## src/rtl/quad_pkg.sv

```systemverilog
// Shared definitions for the quadrature encoder emulator: FSM states,
// Gray-code phase constants and the position-to-phase mapping.
package quad_pkg;

  typedef enum logic [1:0] {
    IDLE = 2'd0,
    RUN  = 2'd1,
    FIN  = 2'd2
  } state_t;

  localparam logic [1:0] PH0 = 2'b00;
  localparam logic [1:0] PH1 = 2'b01;
  localparam logic [1:0] PH2 = 2'b11;
  localparam logic [1:0] PH3 = 2'b10;

  // {A,B} depends only on the two low position bits, so any move stays in phase.
  function automatic logic [1:0] pos_to_phase(input logic [1:0] pos);
    logic [1:0] ph;
    case (pos)
      2'd0:    ph = PH0;
      2'd1:    ph = PH1;
      2'd2:    ph = PH2;
      default: ph = PH3;
    endcase
    return ph;
  endfunction

endpackage

```

## src/rtl/quad_prescaler.sv

```systemverilog
// Programmable prescaler: counts 0..div and pulses tick for one cycle on the
// terminal count; clr holds the count at zero and suppresses the tick.
module quad_prescaler #(
  parameter int DIV_W = 8
) (
  input  logic             clk,
  input  logic             reset,
  input  logic             clr,
  input  logic [DIV_W-1:0] div,
  output logic             tick
);

  logic [DIV_W-1:0] cnt;

  assign tick = !clr && (cnt == div);

  always_ff @(posedge clk) begin
    if (reset || clr) begin
      cnt <= '0;
    end else if (tick) begin
      cnt <= '0;
    end else begin
      cnt <= cnt + 1'b1;
    end
  end

endmodule

```

## src/rtl/quad_encoder_tx.sv

```systemverilog
// Quadrature encoder emulator: steps {quad_a,quad_b} from position to a loaded
// target, one step per prescaler tick. Define QUAD_INDEX_EN for the index output.
module quad_encoder_tx
  import quad_pkg::*;
#(
  parameter int W     = 8,
  parameter int DIV_W = 8
) (
  input  logic             clk,
  input  logic             reset,
  input  logic             load,
  input  logic [W-1:0]     target,
  input  logic [DIV_W-1:0] divisor,
  output logic             busy,
  output logic             done,
  output logic             dir,
  output logic             quad_a,
  output logic             quad_b,
  output logic [W-1:0]     position
`ifdef QUAD_INDEX_EN
  ,
  output logic             index
`endif
);

  // Handshake: load is a one-cycle request, accepted only in IDLE; in RUN or
  // FIN it is dropped and target/divisor are not sampled again.
  state_t           state, next_state;
  logic [W-1:0]     target_q;
  logic [DIV_W-1:0] div_q;
  logic             tick, accept, step;
  logic [W-1:0]     pos_next;
  logic             busy_d, done_d, dir_d;
  logic [1:0]       phase_d;

  quad_prescaler #(.DIV_W(DIV_W)) u_prescaler (
    .clk   (clk),
    .reset (reset),
    .clr   (state != RUN),
    .div   (div_q),
    .tick  (tick)
  );

  assign accept = (state == IDLE) && load;
  assign step   = (state == RUN) && tick;

  always_ff @(posedge clk) begin
    if (reset) begin
      state <= IDLE;
    end else begin
      state <= next_state;
    end
  end

  always_comb begin
    next_state = state;
    case (state)
      IDLE: begin
        if (load) begin
          next_state = (target == position) ? FIN : RUN;
        end
      end
      RUN: begin
        if (step && (pos_next == target_q)) begin
          next_state = FIN;
        end
      end
      FIN:     next_state = IDLE;
      default: next_state = IDLE;
    endcase
  end

  // Next values of the registered outputs, all derived from next_state/pos_next.
  always_comb begin
    pos_next = position;
    if (step) begin
      pos_next = dir ? (position + 1'b1) : (position - 1'b1);
    end
    busy_d  = (next_state == RUN);
    done_d  = (next_state == FIN);
    dir_d   = accept ? (target > position) : dir;
    phase_d = pos_to_phase(pos_next[1:0]);
  end

  always_ff @(posedge clk) begin
    if (reset) begin
      busy     <= 1'b0;
      done     <= 1'b0;
      dir      <= 1'b0;
      quad_a   <= 1'b0;
      quad_b   <= 1'b0;
      position <= '0;
      target_q <= '0;
      div_q    <= '0;
    end else begin
      busy     <= busy_d;
      done     <= done_d;
      dir      <= dir_d;
      quad_a   <= phase_d[1];
      quad_b   <= phase_d[0];
      position <= pos_next;
      if (accept) begin
        target_q <= target;
        div_q    <= divisor;
      end
    end
  end

`ifdef QUAD_INDEX_EN
  always_ff @(posedge clk) begin
    if (reset) begin
      index <= 1'b0;
    end else begin
      index <= (pos_next == '0);
    end
  end
`endif

endmodule
```

## config.mk

```make
export PLATFORM = sky130hd
export DESIGN_NAME = quad_encoder_tx
export DESIGN_NICKNAME = d
export VERILOG_FILES = /design/src/rtl/quad_pkg.sv /design/src/rtl/quad_prescaler.sv /design/src/rtl/quad_encoder_tx.sv
export SDC_FILE = /design/constraint.sdc
export NUM_CORES = 1
export LEC_CHECK = 0
export ABC_AREA = 1
export CAP_MARGIN = 15
export CORE_AREA = 2 2 73 75
export CTS_CLUSTER_DIAMETER = 120
export DETAILED_ROUTE_END_ITERATION = 12
export DIE_AREA = 0 0 75 77
export PLACE_DENSITY = 0.86
export SYNTH_ARGS = -nofsm -noshare
export SYNTH_HDL_FRONTEND = slang
export SYNTH_SLANG_ARGS = --single-unit
```

## constraint.sdc

```tcl
create_clock -name clk -period 2 [get_ports clk]
set_input_delay 0.6 -clock clk [delete_from_list [all_inputs] [get_ports clk]]
set_output_delay 0.6 -clock clk [all_outputs]
set_load 0.02 [all_outputs]
```

==> summary.txt <==
Status
  – Status: finished with violations
  – Failing checks: negative setup slack

Critical path
  – Reg2Reg Setup Slack: -0.27 ns
  – Worst reg2reg endpoint: busy$_SDFF_PP0_
  – Critical path type: reg2reg
  – Reg2reg start: dir$_SDFFE_PP0P_
  – Critical Path End Type: flip-flop
  – Crit path max fanout: 5
  – Reg2Reg Depth: 16
  – CP Launch Type: flip-flop
  – Setup crit end: busy$_SDFF_PP0_
  – WP data required: 2.17 ns
  – Data arrival, critical path: 2.45 ns
  – Crit path launch: dir$_SDFFE_PP0P_

Detailed routing
  – DRT Pass-1 Iters: 7
  – DRT iter0 DRCs: 144
  – DR vias/cell: 5.07
  – Per-cell routed wire length: 12.9 um
  – Routed Antenna Nets: 0
  – Vias: 2535
  – DRT Wirelength: 6450 um
  – DRC viols: 0

Power
  – Peak VDD IR: 0.369 mV
  – P_leak: 1.57 nW
  – Pwr Density: 631 mW/mm^2

Placed design
  – Routability cong.: 0.941
  – Dpl hpwl: 4670 um
  – IO buf count: 31
  – Placed Instances: 485

Timing
  – Max_slew headroom: 76.4%
  – Unrepaired setup endpoints after global routing: true
  – Worst hold margin: 0.476 ns
  – Min cycle time layout: 2.27 ns
  – Worst Skew: 0.00852 ns
  – Final Hold Fails: 0
  – Fin crit share: 114%
  – Worst setup margin: -0.272 ns
  – Final setup vio count: 5
  – Max Slew Vio Count: 0
  – FMAX: 0.440 GHz
  – Actual slew at the worst max-slew pin: 0.352 ns

Synth
  – Post-synthesis sequential area ratio: 31.9%
  – Synth Register Bits: 39
  – Mapped Cells: 365
  – Mapped Avg Cell Area: 6.71 um^2
  – Warnings, synthesis: 0
  – Most used DFF post-synth: dfxtp_1
  – Post-Syn Area: 0.00245 mm^2
  – Count of different cell masters after synthesis: 33
  – Net Count, Synth: 402
  – Async S/R FF share, synth: 0%
  – Number of enable flip-flop cells after synthesis: 0

Clock network
  – Clk pin slew, worst setup/hold paths: 0.08 ns
  – CTS tree: yes
  – Sink Count: 39
  – Hold-fix buffers, CTS: 0
  – H-Tree Depth: 2
  – CTS Buffer Depth: 2
  – CTS Root Cell: clkbuf_8
  – CTS Buf Count: 5
  – Clock Latency Late Sink: 0.30 ns

Die
  – I/O pin count: 32
  – Core footprint: 0.00498 mm^2
  – Die area: 0.00578 mm^2
  – Die X: 75 um
  – Die height: 77 um
  – Core Rows: 26
  – Initial core utilization: 49.2%

Cells and area
  – # fillers: 376
  – Nets@finish: 466
  – Area Growth Syn to Fin: 36.6%
  – Layout Cells excl Fill: 500
  – Ant diodes: 0
  – Layout cells sized above 1: 23.7%

Global routing
  – Vias in the first global route: 2422
  – Gr usage total: 23.6%
  – Met3 Use GR: 3.68%
  – M1 GR Usage: 29.6%
  – Busiest layer in global routing: met2
  – Met2 GRT Util: 39.1%
  – Largest net degree at the start of global routing: 32
  – Initial antenna violation count: 0
  – Global route overflow: 0
  – First-pass GRT wire length: 10600 um

Flow run
  – Maxcap violations: 0

Worst hold path
  – HP Class: reg2reg
-- registers in the layout (all words and copies together) (netlist names) --
name             cells
quad_a               1
dir                  1
u_prescaler.cnt      8
done                 1
busy                 1
state                2
div_q                8
target_q             8
position             8
quad_b               1
-- cell usage in the layout (no fill, tap or decap), types with 3 or more instances in the layout --
master,Yosys,layout
nand2_1,101,89
inv_1,50,45
nor2_1,41,39
dfxtp_1,39,36
buf_4,0,26
clkdlybuf4s50_1,0,23
nand2_2,7,18
a21oi_1,23,18
nand3_1,19,14
a211oi_1,12,12
ha_1,17,12
inv_2,6,10
nor2_2,7,9
nand3b_1,8,8
nand3_2,1,6
ha_4,0,5
clkbuf_8,0,5
dlygate4sd2_1,0,5
a21oi_2,0,4
buf_6,0,4
xnor2_1,3,3
o21ai_0,3,3
nand4_1,3,3
dlymetal6s2s_1,0,3
-- cell usage after synthesis (5+ instances only) --
master / number / area, um^2
nor2_2: 7 / 43.8
a21oi_1: 23 / 115
nand3b_1: 8 / 60.1
a211oi_1: 12 / 90.1
dfxtp_1: 39 / 781
nand2_2: 7 / 43.8
nand3_1: 19 / 95.1
nor2_1: 41 / 154
ha_1: 17 / 213
nand2_1: 101 / 379
clkbuf_1: 5 / 18.8
inv_1: 50 / 188
inv_2: 6 / 22.5
-- power by group --
| part | switching [mW] | internal (mW) |
|---|---|---|
| Combinational | 0.412 | 0.326 |
| Sequential | 0.0317 | 0.823 |
| Clock | 0.273 | 0.245 |
-- logic make-up after synthesis --
kind of cell | after synthesis | share of synthesized area, %
xor gates and xnor gates | 4 | 1.43
AOI/OAI and AO/OA | 43 | 10.8
DFF | 39 | 31.9
buffers and inverters | 62 | 9.51
and+or+nand+nor | 199 | 36.8
adders and majority gates | 18 | 9.51
-- critical path, cell delays in order, from the launching register on --
cell and delay, ns:
dfxtp_4 0.38, clkinvlp_4 0.17, buf_6 0.17, ha_4 0.27
nand2_1 0.07, nor2_1 0.09, nand3_1 0.11, nand3b_1 0.13
nand2_1 0.06, nand2_1 0.07, nand2_1 0.07, nand2_1 0.06
nand2_1 0.06, nor2_2 0.12, nand4_4 0.14, nand2_2 0.09
a21oi_1 0.06
-- metrics by stage --
step           utilization (%)  total power, mW  TNS (ns)  setup slack, ns  area (um^2)
5_1_grt                   67.1             2.22     -1.90           -0.427         3340
2_1_floorplan                -             1.27         0          0.00892         2470
3_3_place_gp              61.0             1.47    -0.576           -0.170         3040
6_report                  67.1             2.11     -1.20           -0.272         3340
4_1_cts                   65.6             2.07    -0.853           -0.212         3260
3_5_place_dp              61.0             1.49    -0.963           -0.218         3040
-- metal layers --
metal / wire length (um) / share of wire (%)
met2: 3120 / 48
met3: 433 / 6.7
met5: 0 / 0
met1: 2720 / 42
met4: 181 / 2.8
-- worst min-delay path by stage --
stage	start	end	slack, ns	depth (start not counted)
after floorplan	u_prescaler.cnt[0]$_SDFF_PP0_	u_prescaler.cnt[0]$_SDFF_PP0_	0.44	1
after global placement	u_prescaler.cnt[0]$_SDFF_PP0_	u_prescaler.cnt[0]$_SDFF_PP0_	0.46	1
after detailed placement	u_prescaler.cnt[0]$_SDFF_PP0_	u_prescaler.cnt[0]$_SDFF_PP0_	0.46	1
after CTS	u_prescaler.cnt[0]$_SDFF_PP0_	u_prescaler.cnt[0]$_SDFF_PP0_	0.48	1
after global routing	u_prescaler.cnt[0]$_SDFF_PP0_	u_prescaler.cnt[0]$_SDFF_PP0_	0.51	1
final	u_prescaler.cnt[0]$_SDFF_PP0_	u_prescaler.cnt[0]$_SDFF_PP0_	0.48	1
-- final cells by class --
| cell class | count | area, um^2 | area share [%] |
|---|---|---|---|
| inverters | 57 | 218 | 6.51 |
| flip-flops and latches | 39 | 787 | 23.5 |
| clock buffers | 7 | 76.3 | 2.28 |
| multi-input cells | 264 | 1600 | 47.8 |
| repair buffers | 62 | 572 | 17.1 |
| well taps | 70 | 87.6 | 2.62 |
| clock inverters | 1 | 5.00 | 0.150 |
-- what timing repair did --
item	4_1_cts	5_1_grt
setup buffers	6	1
gates resized for setup	24	24
hold endpoints to repair	0	0
cloned	0	0
pin swaps	13	12
endpoints found under the setup margin	6	10
Note: power is estimated with default switching activity, not from simulation.
